## src/rtl/j_cntdn4.sv

```systemverilog
// j_cntdn4: four-bit loadable down-counter with a one-cycle terminal-count
// strobe and a sticky expiry flag for the Jerry interrupt/timer logic.
//
// Build option: define JCNTDN_AUTORELOAD_EN to reload the count from the last
// loaded value on an enabled edge at zero (periodic mode). Without it the
// counter parks at zero (one-shot mode).
//
// All outputs come straight from flops; there is no combinational path from
// any input to any output.

module j_cntdn4 (
  input  logic clk,
  input  logic reset_n,
  input  logic sys_clk,
  input  logic ldval_0,
  input  logic ldval_1,
  input  logic ldval_2,
  input  logic ldval_3,
  input  logic ld,
  input  logic cnten,
  input  logic ack,
  output logic count_0,
  output logic count_1,
  output logic count_2,
  output logic count_3,
  output logic tc,
  output logic expired
);

  // The simulation clock is carried for the shared flop primitives only; the
  // behavioural flops here run purely on clk.
  logic unused_sys_clk;
  assign unused_sys_clk = sys_clk;

  logic [3:0] ldval;
  assign ldval = {ldval_3, ldval_2, ldval_1, ldval_0};

  logic [3:0] count_q, count_d;
  logic [3:0] reload_q, reload_d;
  logic       tc_q, tc_d;
  logic       expired_q, expired_d;

`ifndef JCNTDN_AUTORELOAD_EN
  // In one-shot builds the reload value is stored but never consumed.
  logic unused_reload;
  assign unused_reload = ^reload_q;
`endif

  // Next-state for count, reload and the terminal-count strobe; ld beats cnten.
  always_comb begin
    count_d  = count_q;
    reload_d = reload_q;
    tc_d     = 1'b0;
    if (ld) begin
      count_d  = ldval;
      reload_d = ldval;
    end else if (cnten) begin
      if (count_q != 4'd0) begin
        count_d = count_q - 4'd1;
        // Strobe only on the 1 -> 0 step, so a parked zero never re-fires.
        tc_d    = (count_q == 4'd1);
      end else begin
`ifdef JCNTDN_AUTORELOAD_EN
        count_d = reload_q;
`else
        count_d = 4'd0;
`endif
      end
    end
  end

  // Sticky expiry: a new terminal count wins over a simultaneous ack.
  always_comb begin
    expired_d = expired_q;
    if (tc_d) begin
      expired_d = 1'b1;
    end else if (ack) begin
      expired_d = 1'b0;
    end
  end

  // State registers with asynchronous active-low clear.
  always_ff @(posedge clk or negedge reset_n) begin
    if (!reset_n) begin
      count_q   <= 4'd0;
      reload_q  <= 4'd0;
      tc_q      <= 1'b0;
      expired_q <= 1'b0;
    end else begin
      count_q   <= count_d;
      reload_q  <= reload_d;
      tc_q      <= tc_d;
      expired_q <= expired_d;
    end
  end

  assign count_0 = count_q[0];
  assign count_1 = count_q[1];
  assign count_2 = count_q[2];
  assign count_3 = count_q[3];
  assign tc      = tc_q;
  assign expired = expired_q;

endmodule
```

## config.mk

```make
export PLATFORM = sky130hd
export DESIGN_NAME = j_cntdn4
export DESIGN_NICKNAME = d
export VERILOG_FILES = /design/src/rtl/j_cntdn4.sv
export SDC_FILE = /design/constraint.sdc
export NUM_CORES = 1
export LEC_CHECK = 0
export ABC_AREA = 1
export CAP_MARGIN = 40
export CORE_AREA = 2 2 39 41
export DETAILED_ROUTE_END_ITERATION = 12
export DIE_AREA = 0 0 41 43
export PLACE_DENSITY_LB_ADDON = 0.1
export SYNTH_ARGS = -nofsm -noshare
export SYNTH_HDL_FRONTEND = slang
export SYNTH_SLANG_ARGS = --single-unit
```

## constraint.sdc

```tcl
create_clock -name clk -period 1.7 [get_ports clk]
set_clock_uncertainty 0.1 [all_clocks]
set_input_delay 0.34 -clock clk [delete_from_list [all_inputs] [get_ports clk]]
set_output_delay 0.34 -clock clk [all_outputs]
set_load 0.005 [all_outputs]
```

-- Yosys cells after proc, flatten, opt, wreduce, memory -nomap -nowiden
Index checks and enable logic that the tools add are counted.
- register bits after elaboration: 6
- latch bits: 0
- RAM bits: 0
- ROM bits: 0
- output and inout port bits: 6
- word-level logic and storage cells: 16
- memories kept: 0
- add/sub/neg operators: 1
- $mul: 0
- div/mod/pow operators: 0
- order comparisons: 0
- eq/ne operators: 1
- shift operators: 0
- mux-type cells: 8
- bitwise operators: 0
- reductions and logical operators: 3
- operator list (operator ; number):
    two-way mux 4 bit ; 3
    two-way mux 1 bit ; 5
    equality test 4 x 1 -> 1 bit, second input constant ; 1
    nonzero test 2 bit ; 2
    nonzero test 4 bit ; 1
    subtractor 4 x 1 -> 4 bit, second input constant ; 1

-- Logic depth before layout (Yosys ltp)
- depth in word-level cells: 5
- depth in mapped cells: 5

-- Worst setup path after synthesis
OpenSTA, ideal clock, no wires.
- path type: flip-flop to flip-flop
- from: register count_q[1]
- to: register count_q[3]
- setup time: 0.121 ns
- arrival: 0.785 ns
- data required time: 1.479 ns
- setup slack: 0.695 ns
- cell stages (with the launch flop): 5
- cells stage by stage: dfrtp_1 nor2_2 nand2_1 nor2_1 o21ai_1
- longest elaborated chain between the ends: 4
- elaborated cells on any way between the ends: 5
- those cells by class: 1 x add/sub; 3 x mux; 1 x reduce/logical
- RTL lines (element ; RTL line ; RTL):
    start, declared ; 38 ; logic [3:0] count_q, count_d;
    start signal, assigned ; 90 ; count_q <= count_d;
    subtractor 4 x 1 -> 4 bit / nonzero test 4 bit (equally long branches) ; 59, 58 ;
    two-way mux 4 bit (*) ; 58 ; if (count_q != 4'd0) begin
    two-way mux 4 bit (*) ; 57 ; end else if (cnten) begin
    two-way mux 4 bit (*) ; 54 ; if (ld) begin
Mark *: on every way between the ends. The rest lies on a longest branch, timed or not. The select of a mux whose other input is x is not followed.
A chain may end at the register's enable or synchronous reset.

-- Worst setup path after layout
- from: register count_q[2]
- to: output port count_2
- RTL lines (element ; RTL line ; RTL):
    end, declared ; 24 ; output logic count_2,
No word-level cell between the ends.

==> results.tsv <==
stage	metric	value	unit
sta	RSZ-0062 raised after global routing	no	
cells_and_area	non-filler cells, final	76	
drt	Avg WL per Cell	9.12	um
synthesis	Synth area leader	dfrtp_1	
floorplanning	FP Rows	14	
cts	CTS Buf Count	3	
cts	CTS root buf	clkbuf_4	
sta	Max Slew Vio Count	0	
cts	Sink Count	6	
sta	Slew HR	81.5	%
synthesis	synth top area cells	dfrtp_1 48%, nand2_1 15%, inv_1 6.0%	
cts	H-tree depth	1	
power_and_ir_drop	pwr dens	814	nW/um2
synthesis	ys async rst share	100	%
power_and_ir_drop	Worst VDD drop	0.230	mV
global_routing	vias in the first global route	291	
placement	Placer Congestion	0.697	
drt	Iteration-0 DRC Markers	2	
global_routing	initial antenna violation count	0	
global_routing	total grt overflow	0	
drt	Total Wirelength	693	um
global_routing	first-pass GRT wire length	1190	um
setup_path	WP data arrival	1200	ps
sta	Sum Neg Setup Slack	0	ps
setup_path	max incr delay on CP	540	ps
sta	f_max	0.609	GHz
sta	final hold violations	0	
hold_path	Hold Crit Class	input port to asynchronous set/reset pin	
synthesis	Synth top area share	47.6	%
sta	Worst Max-Slew Pin Slew	276	ps
drt	DR pass1 iterations	2	
cells_and_area	share of cells above drive strength 1	15.0	%
cts	CTS resizes	0	
run_status	status	complete, no violations	
setup_path	Startpoint Class	flop	
drt	Vias	325	
setup_path	Worst path top cell family by delay	buffers and inverters	
floorplanning	Die Wd	41	um
setup_path	slowest CP cell	clkdlybuf4s50_1	
cts	Post-CTS Setup Bufs	0	
setup_path	crit path capture type	primary output	
placement	input/output buffers	14	
sta	# setup viols final	0	
setup_path	Crit path required time	1260	ps
cells_and_area	P&R area growth vs syn	58.7	%
cells_and_area	fin nets	72	
power_and_ir_drop	Leakage	0.232	nW
synthesis	sequential share of the synthesized area	47.6	%
placement	Inst Count DP	73	
setup_path	Cell Chain, Critical Path	clkdlybuf4s50_1	
sta	fin crit share	96.6	%
setup_path	buffers and inverters on the worst path	1	
run	max cap viols	0	
synthesis	Net Count, Synth	53	
synthesis	Post-synth EDFFs	0	
setup_path	worst r2r path cells	4	
floorplanning	die height	43	um
cts	CTS tree	done	
drt	post-DR vias/cell	4.28	
floorplanning	die area	1760	um2
synthesis	#FFs+latches synth	6	
cts	Worst-path clk slew	50	ps
floorplanning	Initial Util	22.8	%
synthesis	cell area after synthesis	315	um2
setup_path	Setup Crit Path Kind	flop to primary output	
synthesis	Mapped Cells	43	
synthesis	most numerous cell in the Yosys netlist	nand2_1	
drt	Routed Antenna Nets	0	
global_routing	largest net degree at the start of global routing	8	
synthesis	Syn Area/Cell	7.33	um2
synthesis	Synth warnings	0	
cts	CTS Buffer Depth	2	
synthesis	list of most frequent post-synthesis cells	13 x nand2_1, 6 x dfrtp_1, 5 x inv_1, 5 x nor2_1, 3 x o21ai_1	
floorplanning	Core Box Area	1380	um2
cts	later-pin clock latency in the skew report	240	ps
global_routing	Tot GR Track Use	10.3	%
setup_path	Reg-to-Reg End	count_q[3]	
setup_path	R2R Path Start	count_q[1]	
setup_path	worst reg-to-reg setup slack	640	ps
drt	drt drc	0	
cells_and_area	ant diodes	0	
synthesis	Top FF cell, synth	dfrtp_1	
cells_and_area	final core utilization	36.2	%
synthesis	Yosys cell types	14	
sta	Tmin final	1640	ps
placement	DP Wirelength	547	um
setup_path	maximum fanout along the worst path	6	
cts	hold_buf cts	0	
floorplanning	Ports	16	
setup_path	WP depth	1	
## worst register-to-register path: cells and delay by family, from the launching register on
family | cells | cell delay, ps
AO/OA/AOI/OAI | 1 | 60
AND/OR/NAND/NOR | 3 | 350
flip-flops | 1 | 440
## cell usage in the layout (no fill, tap or decap), types with 2 or more instances in the layout
master           count
dfrtp_2              2
clkbuf_4             3
nor2_2               2
clkdlybuf4s50_1     14
nand2_1             13
dfrtp_1              4
nor2_1               5
a21oi_1              2
o21ai_1              3
inv_1                5
## per-stage QoR
step	area, um2	setup slack, ps	hold slack (ps)	total power, mW
floorplan	315	695	-55.6	0.218
global placement	475	186	422	0.280
detailed placement	475	195	421	0.278
CTS	498	24.6	246	0.413
global route	500	7.03	265	0.437
finish	500	57.4	242	0.407
## cell type report
class | instances | area, um2
Timing Repair Buffer | 14 | 140
Fill cell | 144 | 883
Tap cell | 16 | 20.0
Sequential cell | 6 | 153
Multi-Input combinational cell | 31 | 143
Inverter | 6 | 22.5
Clock buffer | 3 | 22.5
## sequential cells by signal, indices dropped and copies added, names as in the netlist
register  cells
count_q       4
expired       1
tc            1
## metal layers
metal / vias up / wire (um) / global-route usage, %
li1: 174 / - / -
met1: 138 / 330 / 12.7
met2: 13 / 303 / 14.1
met3: 0 / 59 / 4.71
met4: 0 / 0 / 6.00
met5: - / 0 / 0
## report_power, final
| part | switching [mW] | internal, mW |
|---|---|---|
| clock | 0.0511 | 0.0799 |
| sequential | 0.0198 | 0.158 |
| combinational | 0.0408 | 0.0577 |
| total | 0.112 | 0.296 |
## cell families (layout without fill, tap and decap cells)
logic type / count (synthesis) / in the layout / share of synthesized area [%]
AOI/OAI and AO/OA: 9 / 9 / 16.3
buffers and inverters: 6 / 23 / 7.14
DFF: 6 / 6 / 47.6
and+or+nand+nor: 22 / 22 / 29.0
## how the worst max path moves through the flow
stage	slack, ps	to	startpoint
finish	60	count_2	count_q[2]
global route	7	count_2	count_q[2]
CTS	20	count_0	count_q[0]
detailed placement	200	count_q[2]	ld
global placement	190	count_q[0]	ld
floorplan	690	count_q[3]	count_q[1]
Note: power is estimated with default switching activity, not from simulation.
